### src/rtl/des_sbox_engine.sv
// Time-multiplexed DES substitution stage: LANES of the eight S-boxes per cycle,
// 48-bit expanded word in, 32-bit substituted word out.
module des_sbox_engine #(
    parameter int LANES = 2
) (
    input  logic        clk,
    input  logic        n_rst,
    input  logic        clear,
    input  logic        in_valid,
    output logic        in_ready,
    input  logic [47:0] in_data,
    output logic        out_valid,
    input  logic        out_ready,
    output logic [31:0] out_data,
    output logic        busy,
    output logic [1:0]  dbg_state
);

    localparam int STEPS = 8 / LANES;
    localparam int SW    = (STEPS > 1) ? $clog2(STEPS) : 1;

    if (!(LANES == 1 || LANES == 2 || LANES == 4 || LANES == 8)) begin : g_bad_lanes
        $error("des_sbox_engine: LANES must be 1, 2, 4 or 8");
    end

    // One 256-bit row-major table per box: entry {row,col} sits at nibble 63-{row,col}.
    localparam logic [255:0] SBOX [8] = '{
        256'hE4D12FB83A6C5907_0F74E2D1A6CB9538_41E8D62BFC973A50_FC8249175B3EA06D,
        256'hF18E6B34972DC05A_3D47F28EC01A69B5_0E7BA4D158C6932F_D8A13F42B67C05E9,
        256'hA09E63F51DC7B428_D70934A6285ECBF1_D6498F30B12C5AE7_1AD069874FE3B52C,
        256'h7DE3069A1285BC4F_D8B56F03472C1AE9_A690CB7DF13E5284_3F06A1D8945BC72E,
        256'h2C417AB6853FD0E9_EB2C47D150FA3986_421BAD78F9C5630E_B8C71E2D6F09A453,
        256'hC1AF92680D34E75B_AF427C9561DE0B38_9EF528C3704A1DB6_432C95FABE17608D,
        256'h4B2EF08D3C975A61_D0B7491AE35C2F86_14BDC37EAF680592_6BD814A7950FE23C,
        256'hD2846FB1A93E50C7_1FD8A374C56B0E92_7B419CE206ADF358_21E74A8DFC90356B
    };

    function automatic logic [3:0] sbox_lookup(input logic [2:0] box, input logic [5:0] b);
        logic [255:0] shifted;
        shifted = SBOX[box] >> {~{b[5], b[0], b[4:1]}, 2'b00};
        return shifted[3:0];
    endfunction

    typedef enum logic [1:0] {
        IDLE = 2'd0,
        BUSY = 2'd1,
        DONE = 2'd2
    } state_t;

    state_t          state;
    logic [SW-1:0]   step;
    logic [7:0][5:0] hold;
    logic [7:0][3:0] result;

    logic [2:0] lane_box [LANES];
    logic [3:0] lane_nib [LANES];

    // Box k lives in group 7-k of both the holding and result registers (S1 is the MSBs).
    for (genvar j = 0; j < LANES; j++) begin : g_lane
        assign lane_box[j] = 3'(int'(step) * LANES + j);
        assign lane_nib[j] = sbox_lookup(lane_box[j], hold[3'd7 - lane_box[j]]);
    end

    // Handshake: a word moves on a port at a rising edge where valid and ready are both
    // high; out_valid stays high with out_data stable until out_ready takes it.
    assign in_ready  = !clear && ((state == IDLE) || ((state == DONE) && out_ready));
    assign out_data  = result;
    assign busy      = (state != IDLE);
    assign dbg_state = state;

    always_ff @(posedge clk or negedge n_rst) begin
        if (!n_rst) begin
            state     <= IDLE;
            step      <= '0;
            hold      <= '0;
            result    <= '0;
            out_valid <= 1'b0;
        end else if (clear) begin
            state     <= IDLE;
            step      <= '0;
            out_valid <= 1'b0;
        end else begin
            case (state)
                IDLE: begin
                    if (in_valid) begin
                        hold  <= in_data;
                        step  <= '0;
                        state <= BUSY;
                    end
                end
                BUSY: begin
                    for (int j = 0; j < LANES; j++) begin
                        result[3'd7 - lane_box[j]] <= lane_nib[j];
                    end
                    if (step == SW'(STEPS - 1)) begin
                        step      <= '0;
                        state     <= DONE;
                        out_valid <= 1'b1;
                    end else begin
                        step <= step + SW'(1);
                    end
                end
                DONE: begin
                    if (out_ready) begin
                        out_valid <= 1'b0;
                        if (in_valid) begin
                            hold  <= in_data;
                            step  <= '0;
                            state <= BUSY;
                        end else begin
                            state <= IDLE;
                        end
                    end
                end
                default: begin
                    state     <= IDLE;
                    out_valid <= 1'b0;
                end
            endcase
        end
    end

endmodule

### config.mk
export PLATFORM = sky130hd
export DESIGN_NAME = des_sbox_engine
export DESIGN_NICKNAME = d
export VERILOG_FILES = /design/src/rtl/des_sbox_engine.sv
export SDC_FILE = /design/constraint.sdc
export NUM_CORES = 1
export LEC_CHECK = 0
export CAP_MARGIN = 20
export CELL_PAD_IN_SITES_DETAIL_PLACEMENT = 2
export CELL_PAD_IN_SITES_GLOBAL_PLACEMENT = 2
export CORE_MARGIN = 4
export CORE_UTILIZATION = 35
export CTS_CLUSTER_SIZE = 16
export DETAILED_ROUTE_END_ITERATION = 6
export GPL_TIMING_DRIVEN = 0
export PLACE_DENSITY_LB_ADDON = 0.08
export SLEW_MARGIN = 20
export SYNTH_ARGS = -nofsm -noshare
export SYNTH_HDL_FRONTEND = slang
export SYNTH_SLANG_ARGS = --single-unit
### constraint.sdc
create_clock -name clk -period 4.1 [get_ports clk]
set_input_delay 0.82 -clock clk [delete_from_list [all_inputs] [get_ports clk]]
set_output_delay 0.82 -clock clk [all_outputs]
set_load 0.005 [all_outputs]
==> After elaboration in Yosys (flattened, before gate mapping) <==
Memory sizes are Yosys's and may differ from the RTL's.
Cells that the tools add are included.
{ "classes": {"n_addsub": 4, "magnitude_cmp": 6, "n_eq_ne": 8, "shift": 2, "mux": 32, "bitwise_logic": 5, "n_reduce_logical": 15} }
{ "ops": {"columns": ["cell", "n"], "rows": [
  ["2-to-1 mux 256 bit", 4],
  ["right shift 256 x 8 -> 4 bit", 2],
  ["2-to-1 mux 48 bit", 2],
  ["one-hot mux 48 bit (2 select lines)", 1],
  ["bitwise mux 32 bit", 2],
  ["binary-select mux 6 bit (select 3 bit)", 2],
  ["demux 4 bit (select 3 bit)", 2],
  ["2-to-1 mux 2 bit", 8],
  ["2-to-1 mux 6 bit", 2],
  ["inverter 6 bit", 2],
  ["one-hot mux 2 bit (3 select lines)", 2],
  ["!= test 3 bit, second input constant", 3],
  ["AND reduction 3 bit", 3],
  [">= comparator 4 bit, second input constant", 2],
  ["less-than comparator 3 x 4 -> 1 bit, second input constant", 2],
  ["2-to-1 mux 4 bit", 2],
  ["inverter 3 -> 4 bit", 2],
  [">= comparator 3 x 1 -> 1 bit, second input constant", 2],
  ["subtractor 3 bit, first input constant", 2],
  ["equality test 2 bit, second input constant", 2],
  ["logical AND 1 bit", 4],
  ["2-to-1 mux 1 bit", 4],
  ["!= test 2 bit, second input constant", 2],
  ["AND reduction 2 bit", 2],
  ["10 further kinds", 11]
]} }
{ "totals": {"ff_bits": 85, "rom_bits": 4096, "input_bits": 53, "wordCells": 93, "mem_count": 2} }
{ "memory_table": {"columns": ["name", "words", "width", "read_ports", "rd_ports_with_merged_regs", "wr", "line", "rtl"], "rows": [
  ["(no name shown)", 8, 256, 1, 0, 0, "40", "shifted = SBOX[box] >> {~{b[5], b[0], b[4:1]}, 2'b00};"],
  ["(no name shown)", 8, 256, 1, 0, 0, "40", null]
]} }

==> Logic depth before layout (Yosys ltp) <==
Gate-level depths: netlist of the first run.
{ "logic_depth": {"ltp_word": 7, "mapped_depth": 15, "depth_no_buf": 11} }

==> Worst setup path before layout of the first run <==
No wires, ideal clock.
{ "synth_path": {"path_kind": "reg2reg", "startpoint": "register step[0]", "endpoint": "register result, in the netlist out_data[27]", "setup_ps": 162, "arrival_time_ps": 3224, "t_required_ps": 3938, "slack_ps": 714, "path_stages_with_launch": 14, "n_path_buf": 4, "synth_period_minus_slack_ps": 3386, "path_cell_list": "dfrtp_1 > buf_2 > inv_1 > buf_2 > clkbuf_1 > ha_1 > inv_1 > clkbuf_1 > nand3_1 > o2111a_1 > a31oi_1 > o311ai_0 > o311ai_1 > a31oi_1"} }
{ "synth_via": {"elab_chain_cells": 7, "elab_cells_between_ends": 31} }
{ "synth_lines": {"columns": ["item", "line", "rtl"], "rows": [
  ["start, declared", "51", "logic [SW-1:0] step;"],
  ["start signal, assigned", "100", "step <= step + SW'(1);"],
  ["adder 3 x 1 -> 3 bit, or another cell as far along", "60", "assign lane_box[j] = 3'(int'(step) * LANES + j);"],
  ["subtractor 3 bit, or another cell as far along", "61, 93", null],
  ["binary-select mux 6 bit (select 3 bit), or another cell as far along", "61", "assign lane_nib[j] = sbox_lookup(lane_box[j], hold[3'd7 - lane_box[j]]);"],
  ["2-to-1 mux 6 bit (not written as such), or another cell as far along", "61", null],
  ["inverter 6 bit, or another cell as far along", "40", null],
  ["right shift 256 x 8 -> 4 bit, or another cell as far along", "40", null],
  ["bitwise mux 32 bit *", "93", "result[3'd7 - lane_box[j]] <= lane_nib[j];"],
  ["end signal, assigned by index", "93", null],
  ["end, declared", "53", "logic [7:0][3:0] result;"]
]} }
Every way passes the cells marked *; elsewhere a longest branch is shown, timed or not. The select of a mux whose other input is x is not followed.
A chain may end at the register's enable or synchronous reset.

==> Final worst setup path of the first run <==
{ "layout_path": {"startpoint": "register step[1]", "endpoint": "register result, in the netlist out_data[1]"} }
Same word-level chain as after synthesis.

==> results of run 1 <==
==> state kept, by name, summed over array words and instances (netlist names) <==
register	count
out_valid	1
dbg_state	2
step	2
out_data	32
hold	48
==> cells in the mapped netlist (19+ instances only) <==
| cell type | count | area share [%] |
|---|---|---|
| a211oi_1 | 33 | 3.0 |
| a21oi_1 | 67 | 4.1 |
| a31oi_1 | 35 | 2.7 |
| buf_2 | 25 | 1.5 |
| clkbuf_1 | 65 | 3.0 |
| dfrtp_1 | 85 | 26 |
| ha_1 | 19 | 2.9 |
| mux2_2 | 57 | 7.9 |
| mux2i_1 | 32 | 3.9 |
| nand2_1 | 98 | 4.5 |
| nor2_1 | 83 | 3.8 |
| o211ai_1 | 25 | 2.3 |
| o21ai_0 | 75 | 4.6 |
==> report_power, final <==
part / internal (mW) / switching [mW]
registers: 1.05 / 0.154
clock network: 0.539 / 0.388
logic: 1.14 / 2.07
total: 2.73 / 2.61
==> routing by layer <==
metal,wire length (um),share of wire [%],GRT usage (%)
met5,0,0,0
met4,1960,4.3,12.9
met3,4680,10,7.88
met2,20200,44,53.1
met1,18900,41,48.2
==> placed cells by master, fill, tap and decap left out, types with 11 or more instances in the layout <==
cell type,count
nand2_1,98
clkdlybuf4s50_1,87
nor2_1,83
dfrtp_1,83
o21ai_0,74
a21oi_1,66
mux2_2,57
clkbuf_1,44
a31oi_1,35
a211oi_1,33
mux2i_1,30
o211ai_1,25
buf_2,23
ha_1,18
inv_1,16
nand3_1,16
nor3_1,16
nand2b_1,16
clkbuf_2,14
o31ai_1,13
nor2b_1,12
a311oi_1,12
a211o_1,11
==> per-stage QoR <==
step | setup WS [ns] | instance area (um2) | TNS (ns) | cells | util [%]
CTS | 0.0162 | 9830 | 0 | 1424 | 43.2
floorplan | 0.714 | 8130 | 0 | 1005 | -
global placement | -1.44 | 9400 | -133.98 | 1406 | 41.3
global route | 0.0234 | 9930 | 0 | 1425 | 43.6
detailed placement | -0.982 | 9440 | -25.34 | 1407 | 41.5
finish | 0.109 | 9930 | 0 | 1425 | 43.6
==> cell families after synthesis <==
| kind of cell | Yosys count |
|---|---|
| buf+inv | 126 |
| mux | 102 |
| compound gates | 373 |
| xor+xnor | 6 |
| flops | 85 |
| fa+ha+maj | 19 |
| simple gates | 294 |
==> repair_timing <==
item / in CTS / in global routing
cloned: 0 / 0
setup endpoints to repair: 32 / 32
setup buffers: 1 / 3
resized for setup: 25 / 32
pin swaps: 1 / 1
==> cell type report <==
cell class              instances  area share (%)
multi-input cells             794            56.1
flip-flops and latches         85            21.4
repair buffers                 93            9.46
plain buffers                 103            5.00
well taps                     313            3.94
clock buffers                   9            2.27
clock inverters                 7           0.970
inverters                      21           0.832
==> final timing paths <==
path / startpoint / to / slack [ns]
worst max register to register: step[1]$_DFFE_PN0P_ / out_data[1]$_DFFE_PN0P_ / 0.11
max in group asynchronous: n_rst / step[0]$_DFFE_PN0P_ / 3.18
worst min-delay path: n_rst / out_data[16]$_DFFE_PN0P_ / 0.31
worst max-delay path: step[1]$_DFFE_PN0P_ / out_data[1]$_DFFE_PN0P_ / 0.11
min in group clk: out_data[28]$_DFFE_PN0P_ / out_data[28]$_DFFE_PN0P_ / 0.49
worst min register to register: out_data[28]$_DFFE_PN0P_ / out_data[28]$_DFFE_PN0P_ / 0.49
==> run_results.csv, run 1 <==
group,metric,value,unit
placed_design,gp_congestion,1.01,
synth,synth_top_flop_cell,"dfrtp_1",
routing,first_pass_iters,5,
floorplanning,dieArea,0.0257,mm2
worst_setup_path,cp_max_fo,15,
cts,clkTransAtPathRegs,0.08,ns
synth,yosysSeqAreaShare,26.2,%
floorplanning,coreArea,0.0228,mm2
layout,final-seq-area,0.00213,mm2
cts,cts_buffers,9,
cts,cts_max_path_buffers,2,
global_routing,antenna_found_initial,0,
worst_setup_path,worstRegToRegCells,13,
worst_setup_path,cp_num_buf_inv,6,
synth,synth_edf_count,0,
routing,drt-total-wl,45800,um
global_routing,grt-ovfl-total,0,
cts,root_buffer,"clkbuf_16",
layout,multi_input_area,0.00557,mm2
cts,htree_levels,3,
synth,ys_ff_latch,85,
worst_setup_path,end_kind,"flip-flop",
layout,antenna_cells,0,
synth,synthSimpleGateAreaFrac,16.9,%
synth,netlist_area,0.00813,mm2
sta,period_share,97.3,%
power,irDropWorstVdd,0.192,mV
layout,area_delta_synth_final,22.1,%
worst_setup_path,slowest_delay,0.49,ns
sta,fmax,251,MHz
sta,final-setup-viol-count,0,
sta,hold_violations,0,
layout,drive_gt1_share,15.6,%
floorplanning,die_h,160,um
worst_setup_path,path_class,"flip-flop to flip-flop",
layout,final_net_count,1179,
sta,fin_skew,0.0147,ns
power,power.leakage,3.65,nW
sta,drv_slew,0,
routing,drt_iter0_drc,1200,
routing,vias_per_cell,6.85,
synth,ys_warn_count,0,
placed_design,hpwlAfterDp,33200,um
global_routing,grt_pass1_vias,10000,
cts,ctsHoldBuffers,0,
synth,syn_nets,1077,
synth,synth_fa_ha_area_share,2.92,%
floorplanning,die_w,160,um
sta,relSlewSlack,21.2,%
worst_setup_path,path_delay_family,"buffers and inverters",
global_routing,grt_pass1_wl,68200,um
synth,syn_inst,1005,
power,powerDensity,537,mW/mm2
sta,rsz0062_at_grt,"no",
synth,synth_top_family_by_area,"compound AO/OA/AOI/OAI gates",
cts,cts_tree,"done",
synth,synthXorXnorAreaFrac,0.646,%
synth,async_flop_share,100,%
cts,clock_sinks,85,
routing,antenna_left,0,
worst_setup_path,start_kind,"flip-flop",
sta,hold-worst-slack,0.312,ns
floorplanning,io_pins,90,
worst_setup_path,crit_chain,"buf_4 -> buf_4 -> inv_1 -> clkbuf_4 -> ha_1 -> clkbuf_2 -> clkbuf_4 -> a21oi_1 -> a21oi_2 -> a211oi_1 -> a311oi_1 -> o32a_1 -> o31ai_1",
routing,vias,9762,
routing,drc,0,
layout,fill_cells,2560,
synth,synth_compound_area_share,31.5,%
sta,worst-slew-pin-transition,1.15,ns
floorplanning,rows,55,
placed_design,io_buffers,88,
cts,clkLatencyLatePin,0.36,ns
worst_setup_path,arrival,4.20,ns
synth,synth.distinct_cells,79,
flow_run,cap_viol_max_count,0,
global_routing,track_usage,34.8,%
global_routing,grt_max_degree,66,
power,finalPower,5.34,mW
worst_hold_path,hold_path_class,"primary input to asynchronous set/reset pin",
worst_setup_path,crit_cells,13,
synth,avgSynthCellArea,8.09,um2
routing,wl_per_cell,32.1,um
status,status,"completed",
worst_setup_path,slowest_stage,"dfrtp_2",
synth,synth_mux_area_share,15.2,%
floorplanning,initial_core_util,35.7,%
worst_setup_path,required,4.31,ns
sta,period_minus_slack,3.99,ns
No activity file was read; power rests on OpenSTA's default activity.
==> inputs of run 2 (changes only) <==
--- a/config.mk
+++ b/config.mk
@@ -5,11 +5,13 @@
 export SDC_FILE = /design/constraint.sdc
 export NUM_CORES = 1
 export LEC_CHECK = 0
+export ABC_AREA = 0
 export CAP_MARGIN = 20
 export CELL_PAD_IN_SITES_DETAIL_PLACEMENT = 2
 export CELL_PAD_IN_SITES_GLOBAL_PLACEMENT = 2
 export CORE_MARGIN = 4
 export CORE_UTILIZATION = 35
+export CTS_BUF_LIST = sky130_fd_sc_hd__clkbuf_8
 export CTS_CLUSTER_SIZE = 16
 export DETAILED_ROUTE_END_ITERATION = 6
 export GPL_TIMING_DRIVEN = 0
==> run_results.csv, run 2 (same netlist as run 1, synthesis figures left out) <==
group,metric,value,unit
worst_setup_path,path_class,"flip-flop to flip-flop",
routing,wl_per_cell,31.9,um
cts,clkLatencyLatePin,0.40,ns
cts,ctsHoldBuffers,0,
layout,final_net_count,1179,
cts,cts_tree,"done",
cts,clkTransAtPathRegs,0.11,ns
status,status,"completed",
global_routing,grt_max_degree,66,
power,irDropWorstVdd,0.221,mV
power,powerDensity,521,mW/mm2
worst_setup_path,start_kind,"flip-flop",
cts,cts_max_path_buffers,2,
sta,hold-worst-slack,0.271,ns
cts,root_buffer,"clkbuf_8",
sta,worst-slew-pin-transition,1.16,ns
global_routing,grt_use_met3,7.44,%
sta,period_minus_slack,3.97,ns
sta,period_share,96.9,%
placed_design,gp_congestion,1.01,
worst_hold_path,hold_path_class,"primary input to asynchronous set/reset pin",
worst_setup_path,crit_chain,"buf_4 -> mux2_2 -> mux2i_2 -> inv_1 -> buf_2 -> clkbuf_4 -> clkbuf_4 -> ha_1 -> nor2_1 -> o21ai_0 -> a31oi_1 -> nand4_1 -> nor4_4 -> o21ai_0",
power,finalPower,5.11,mW
layout,largest-register,"hold",
global_routing,antenna_found_initial,0,
routing,antenna_left,0,
floorplanning,coreArea,0.0228,mm2
worst_setup_path,cp_max_fo,13,
sta,drv_slew,0,
worst_setup_path,cp_num_buf_inv,5,
global_routing,grt_pass1_vias,9918,
layout,final_cell_mix,"nand2_1, clkdlybuf4s50_1, nor2_1, dfrtp_1, o21ai_0",
layout,utilization,43.1,%
sta,hold_violations,0,
worst_setup_path,slowest_stage,"dfrtp_2",
worst_setup_path,required,4.36,ns
routing,first_pass_iters,5,
global_routing,track_usage,34.6,%
routing,vias,9740,
placed_design,io_buffers,88,
global_routing,grt_use_met2,52.4,%
global_routing,grt-ovfl-total,0,
floorplanning,die_h,160,um
sta,rsz0062_at_grt,"no",
worst_setup_path,path_delay_family,"buffers and inverters",
worst_setup_path,end_kind,"flip-flop",
layout,layout_commonest_cell,"nand2_1",
cts,clock_sinks,85,
sta,final-setup-viol-count,0,
global_routing,grtUsageMet1,48.0,%
floorplanning,io_pins,90,
layout,area_delta_synth_final,20.8,%
cts,cts_buffers,9,
placed_design,hpwlAfterDp,33200,um
floorplanning,rows,55,
layout,largest_register_ffs,48,
sta,setup_tns,0,ns
power,power.leakage,3.60,nW
worst_setup_path,arrival,4.23,ns
layout,antenna_cells,0,
cts,htree_levels,3,
sta,fin_skew,0.0185,ns
routing,drt_iter0_drc,1297,
sta,relSlewSlack,20.8,%
global_routing,grt_busiest_layer,"met2",
routing,drt-total-wl,45400,um
flow_run,cap_viol_max_count,0,
floorplanning,dieArea,0.0257,mm2
layout,drive_gt1_share,15.6,%
global_routing,grt_pass1_wl,67700,um
floorplanning,die_w,160,um
layout,fin_area,0.00982,mm2
floorplanning,initial_core_util,35.7,%
routing,drc,0,
routing,vias_per_cell,6.84,
sta,fmax,252,MHz
placed_design,dpl-instance-area,0.00944,mm2
worst_setup_path,slowest_delay,0.48,ns
-- run 2: changes by cell type in the layout (fill, tap and decap cells not counted), sizes merged --
cell	delta
clkbuf	-2
buf	+2
-- run 2: path summary, 6_finish.rpt --
| path | cells after the start | slack, ns | endpoint | from |
|---|---|---|---|---|
| max | 14 | 0.13 | out_data[26]$_DFFE_PN0P_ | step[1]$_DFFE_PN0P_ |
| min | 1 | 0.27 | out_data[0]$_DFFE_PN0P_ | n_rst |
| max reg2reg | 14 | 0.13 | out_data[26]$_DFFE_PN0P_ | step[1]$_DFFE_PN0P_ |
| min reg2reg | 2 | 0.49 | out_data[17]$_DFFE_PN0P_ | out_data[17]$_DFFE_PN0P_ |
| max in group asynchronous | 2 | 3.23 | out_data[3]$_DFFE_PN0P_ | n_rst |
| min in group clk | 2 | 0.49 | out_data[17]$_DFFE_PN0P_ | out_data[17]$_DFFE_PN0P_ |
-- run 2: final cells by class --
type                            count  area, um2
Fill cell                        2587      13000
Multi-Input combinational cell    794       5570
Sequential cell                    85       2130
Timing Repair Buffer               93        940
Buffer                            103        492
Tap cell                          313        392
Clock buffer                        9        124
Clock inverter                      7       96.3
Inverter                           21       82.6
-- run 2: power breakdown --
group	internal [mW]	switching [mW]	total, mW
clock network	0.348	0.367	0.715
logic	1.14	2.06	3.20
registers	1.05	0.153	1.20
total	2.53	2.58	5.11
-- run 2: layer usage --
metal  up-vias  share of wire (%)  wire length [um]
li1       4040                  -                 -
met1      4862                 42             19200
met2       692                 43             19600
met3       146                 10              4610
met4         0                4.5              2040
met5         -                  0                 0
-- run 2: worst register-to-register path: cells and delay by family (launching register included) --
family          cells  cell delay, ns
buf+inv             5            1.09
mux                 2            0.80
simple gates        3            0.64
compound gates      3            0.59
flops               1            0.48
fa+ha+maj           1            0.23
-- run 2: stage by stage --
step | setup WS [ns] | instances
after floorplan | 0.714 | 1005
after detailed placement | -0.982 | 1407
final | 0.128 | 1425
after global placement | -1.44 | 1406
after global routing | 0.00208 | 1425
after CTS | 0.00654 | 1424
-- run 2: what timing repair did --
action / 4_1_cts / 5_1_grt
buffers inserted: 1 / 3
endpoints found under the setup margin: 32 / 32
resized for setup: 27 / 29
pin swaps: 1 / 1
==> inputs of run 3 (changes only) <==
--- a/config.mk
+++ b/config.mk
@@ -9,11 +9,11 @@
 export CAP_MARGIN = 20
 export CELL_PAD_IN_SITES_DETAIL_PLACEMENT = 2
 export CELL_PAD_IN_SITES_GLOBAL_PLACEMENT = 2
-export CORE_MARGIN = 4
-export CORE_UTILIZATION = 35
+export CORE_UTILIZATION = 40
 export CTS_BUF_LIST = sky130_fd_sc_hd__clkbuf_8
 export CTS_CLUSTER_SIZE = 16
 export DETAILED_ROUTE_END_ITERATION = 6
+export DONT_BUFFER_PORTS = 1
 export GPL_TIMING_DRIVEN = 0
 export PLACE_DENSITY_LB_ADDON = 0.08
 export SLEW_MARGIN = 20
==> constraint.sdc (replaced) <==
create_clock -name clk -period 4.1 [get_ports clk]
set_input_delay 0.82 -clock clk [delete_from_list [all_inputs] [get_ports clk]]
set_output_delay 0.82 -clock clk [all_outputs]
set_load 0.05 [all_outputs]
==> run_results.csv, run 3 (same netlist as run 1, synthesis figures left out) <==
group,metric,value,unit
worst_setup_path,start_kind,"flip-flop",
sta,relSlewSlack,18.1,%
worst_setup_path,regToRegSetupSlack,0.0009,ns
routing,drt-total-wl,45300,um
sta,fin_skew,0.0243,ns
sta,worst-slew-pin-transition,1.19,ns
worst_setup_path,path_class,"flip-flop to flip-flop",
floorplanning,dieArea,0.0209,mm2
cts,htree_levels,3,
worst_setup_path,required,4.36,ns
placed_design,pre_cts_slack,-1.37,ns
sta,hold-worst-slack,0.100,ns
sta,period_minus_slack,4.10,ns
cts,ctsHoldBuffers,0,
layout,final_net_count,1092,
cts,clock_sinks,85,
global_routing,grt_pass1_wl,66800,um
cts,clkLatencyLatePin,0.40,ns
floorplanning,io_pins,90,
placed_design,gp_congestion,1.01,
global_routing,grt_max_degree,86,
power,powerDensity,582,mW/mm2
cts,cts_tree,"done",
sta,final-setup-viol-count,0,
floorplanning,coreArea,0.0197,mm2
layout,largest_register_ffs,48,
worst_setup_path,end_kind,"flip-flop",
cts,cts_max_path_buffers,2,
routing,wl_per_cell,35.1,um
power,power.leakage,3.22,nW
placed_design,io_buffers,0,
floorplanning,initial_core_util,41.2,%
power,irDropWorstVdd,0.268,mV
layout,layout_commonest_cell,"nand2_1",
power,finalPower,5.13,mW
layout,antenna_cells,0,
flow_run,cap_viol_max_count,0,
layout,largest-register,"hold",
sta,hold_violations,0,
layout,area_delta_synth_final,8.43,%
layout,fill_cells,2250,
sta,period_share,100,%
status,violations,"DRC",
global_routing,grt_pass1_vias,10100,
floorplanning,rows,51,
cts,clkTransAtPathRegs,0.11,ns
routing,drc,1,
floorplanning,die_w,145,um
worst_setup_path,cp_max_fo,18,
sta,setup_slack,0.000899,ns
cts,cts_buffers,9,
sta,rsz0062_at_grt,"yes",
worst_setup_path,arrival,4.36,ns
global_routing,grt-ovfl-total,0,
routing,first_pass_iters,7,
global_routing,track_usage,44.6,%
status,status,"finished, violations left",
global_routing,antenna_found_initial,0,
sta,drv_slew,0,
routing,drt_iter0_drc,1375,
floorplanning,die_h,145,um
layout,drive_gt1_share,16.2,%
routing,vias_per_cell,7.36,
layout,final_cell_mix,"nand2_1, dfrtp_1, nor2_1",
sta,fmax,244,MHz
routing,antenna_left,0,
worst_hold_path,hold_path_class,"primary input to asynchronous set/reset pin",
routing,vias,9489,
placed_design,hpwlAfterDp,32300,um
cts,root_buffer,"clkbuf_8",
run 3: cell count changes in the layout (fill, tap and decap cells not counted), sizes merged:
cell           previous run  this run
clkdlybuf4s50            87         0
clkinvlp                  1         5
inv                      20        17
buf                      46        45
bufinv                    2         1
clkbuf                   72        73
run 3: layout make-up:
| type | count | area (um2) | share of cell area (%) |
|---|---|---|---|
| buffer | 102 | 487 | 5.52 |
| clock buffer | 9 | 124 | 1.41 |
| clock inverter | 7 | 72.6 | 0.823 |
| inverter | 21 | 90.1 | 1.02 |
| multi-input combinational | 794 | 5530 | 62.8 |
| sequential | 85 | 2130 | 24.1 |
| tap | 265 | 332 | 3.76 |
| timing repair buffer | 7 | 48.8 | 0.554 |
run 3: worst max-delay path, stage by stage (launching register included):
cell and delay, ns:
dfrtp_2 0.51, clkbuf_4 0.29, inv_1 0.17, clkbuf_4 0.27, clkbuf_8 0.26, ha_1 0.40
clkinvlp_4 0.27, clkbuf_4 0.33, a32o_1 0.28, a311oi_2 0.36, a211oi_1 0.20, nor4_4 0.42
o21ai_0 0.19
run 3: metrics by stage:
| step | std cells | util (%) | TNS [ns] | area, um2 |
|---|---|---|---|---|
| 2_1_floorplan | 1005 | - | 0 | 8130 |
| 6_report | 1290 | 44.7 | 0 | 8810 |
| 3_3_place_gp | 1270 | 42.9 | -29.03 | 8460 |
| 3_5_place_dp | 1272 | 43.0 | -33.52 | 8480 |
| 4_1_cts | 1289 | 44.3 | 0 | 8740 |
| 5_1_grt | 1290 | 44.7 | -0.0784 | 8810 |
run 3: what timing repair did:
| action | in CTS | in global routing |
|---|---|---|
| gates resized for setup | 22 | 25 |
| pin swaps | 1 | 0 |
| setup endpoints to repair | 33 | 32 |
| buffers inserted | 1 | 4 |
run 3: report_power, final:
group	leakage (nW)	internal, mW	switching (mW)
clock	0.0960	0.284	0.375
sequential	1.03	1.04	0.589
combinational	2.10	0.900	1.95
run 3: final timing paths:
kind,from,to,depth (start not counted)
setup reg to reg,step[0]$_DFFE_PN0P_,out_data[2]$_DFFE_PN0P_,12
max in group asynchronous,n_rst,out_data[3]$_DFFE_PN0P_,0
hold reg to reg,hold[30]$_DFFE_PN0P_,hold[30]$_DFFE_PN0P_,1
setup / recovery,step[0]$_DFFE_PN0P_,out_data[2]$_DFFE_PN0P_,12
min in group clk,hold[30]$_DFFE_PN0P_,hold[30]$_DFFE_PN0P_,1
hold / removal,n_rst,hold[22]$_DFFE_PN0P_,0
run 3: layer usage:
metal | track usage, % | up-vias | part of all wire [%]
li1 | - | 3857 | -
met4 | 32.5 | 0 | 7.3
met3 | 9.17 | 211 | 8.7
met5 | 0 | - | 0
met1 | 56.2 | 4764 | 40
met2 | 67.3 | 657 | 44
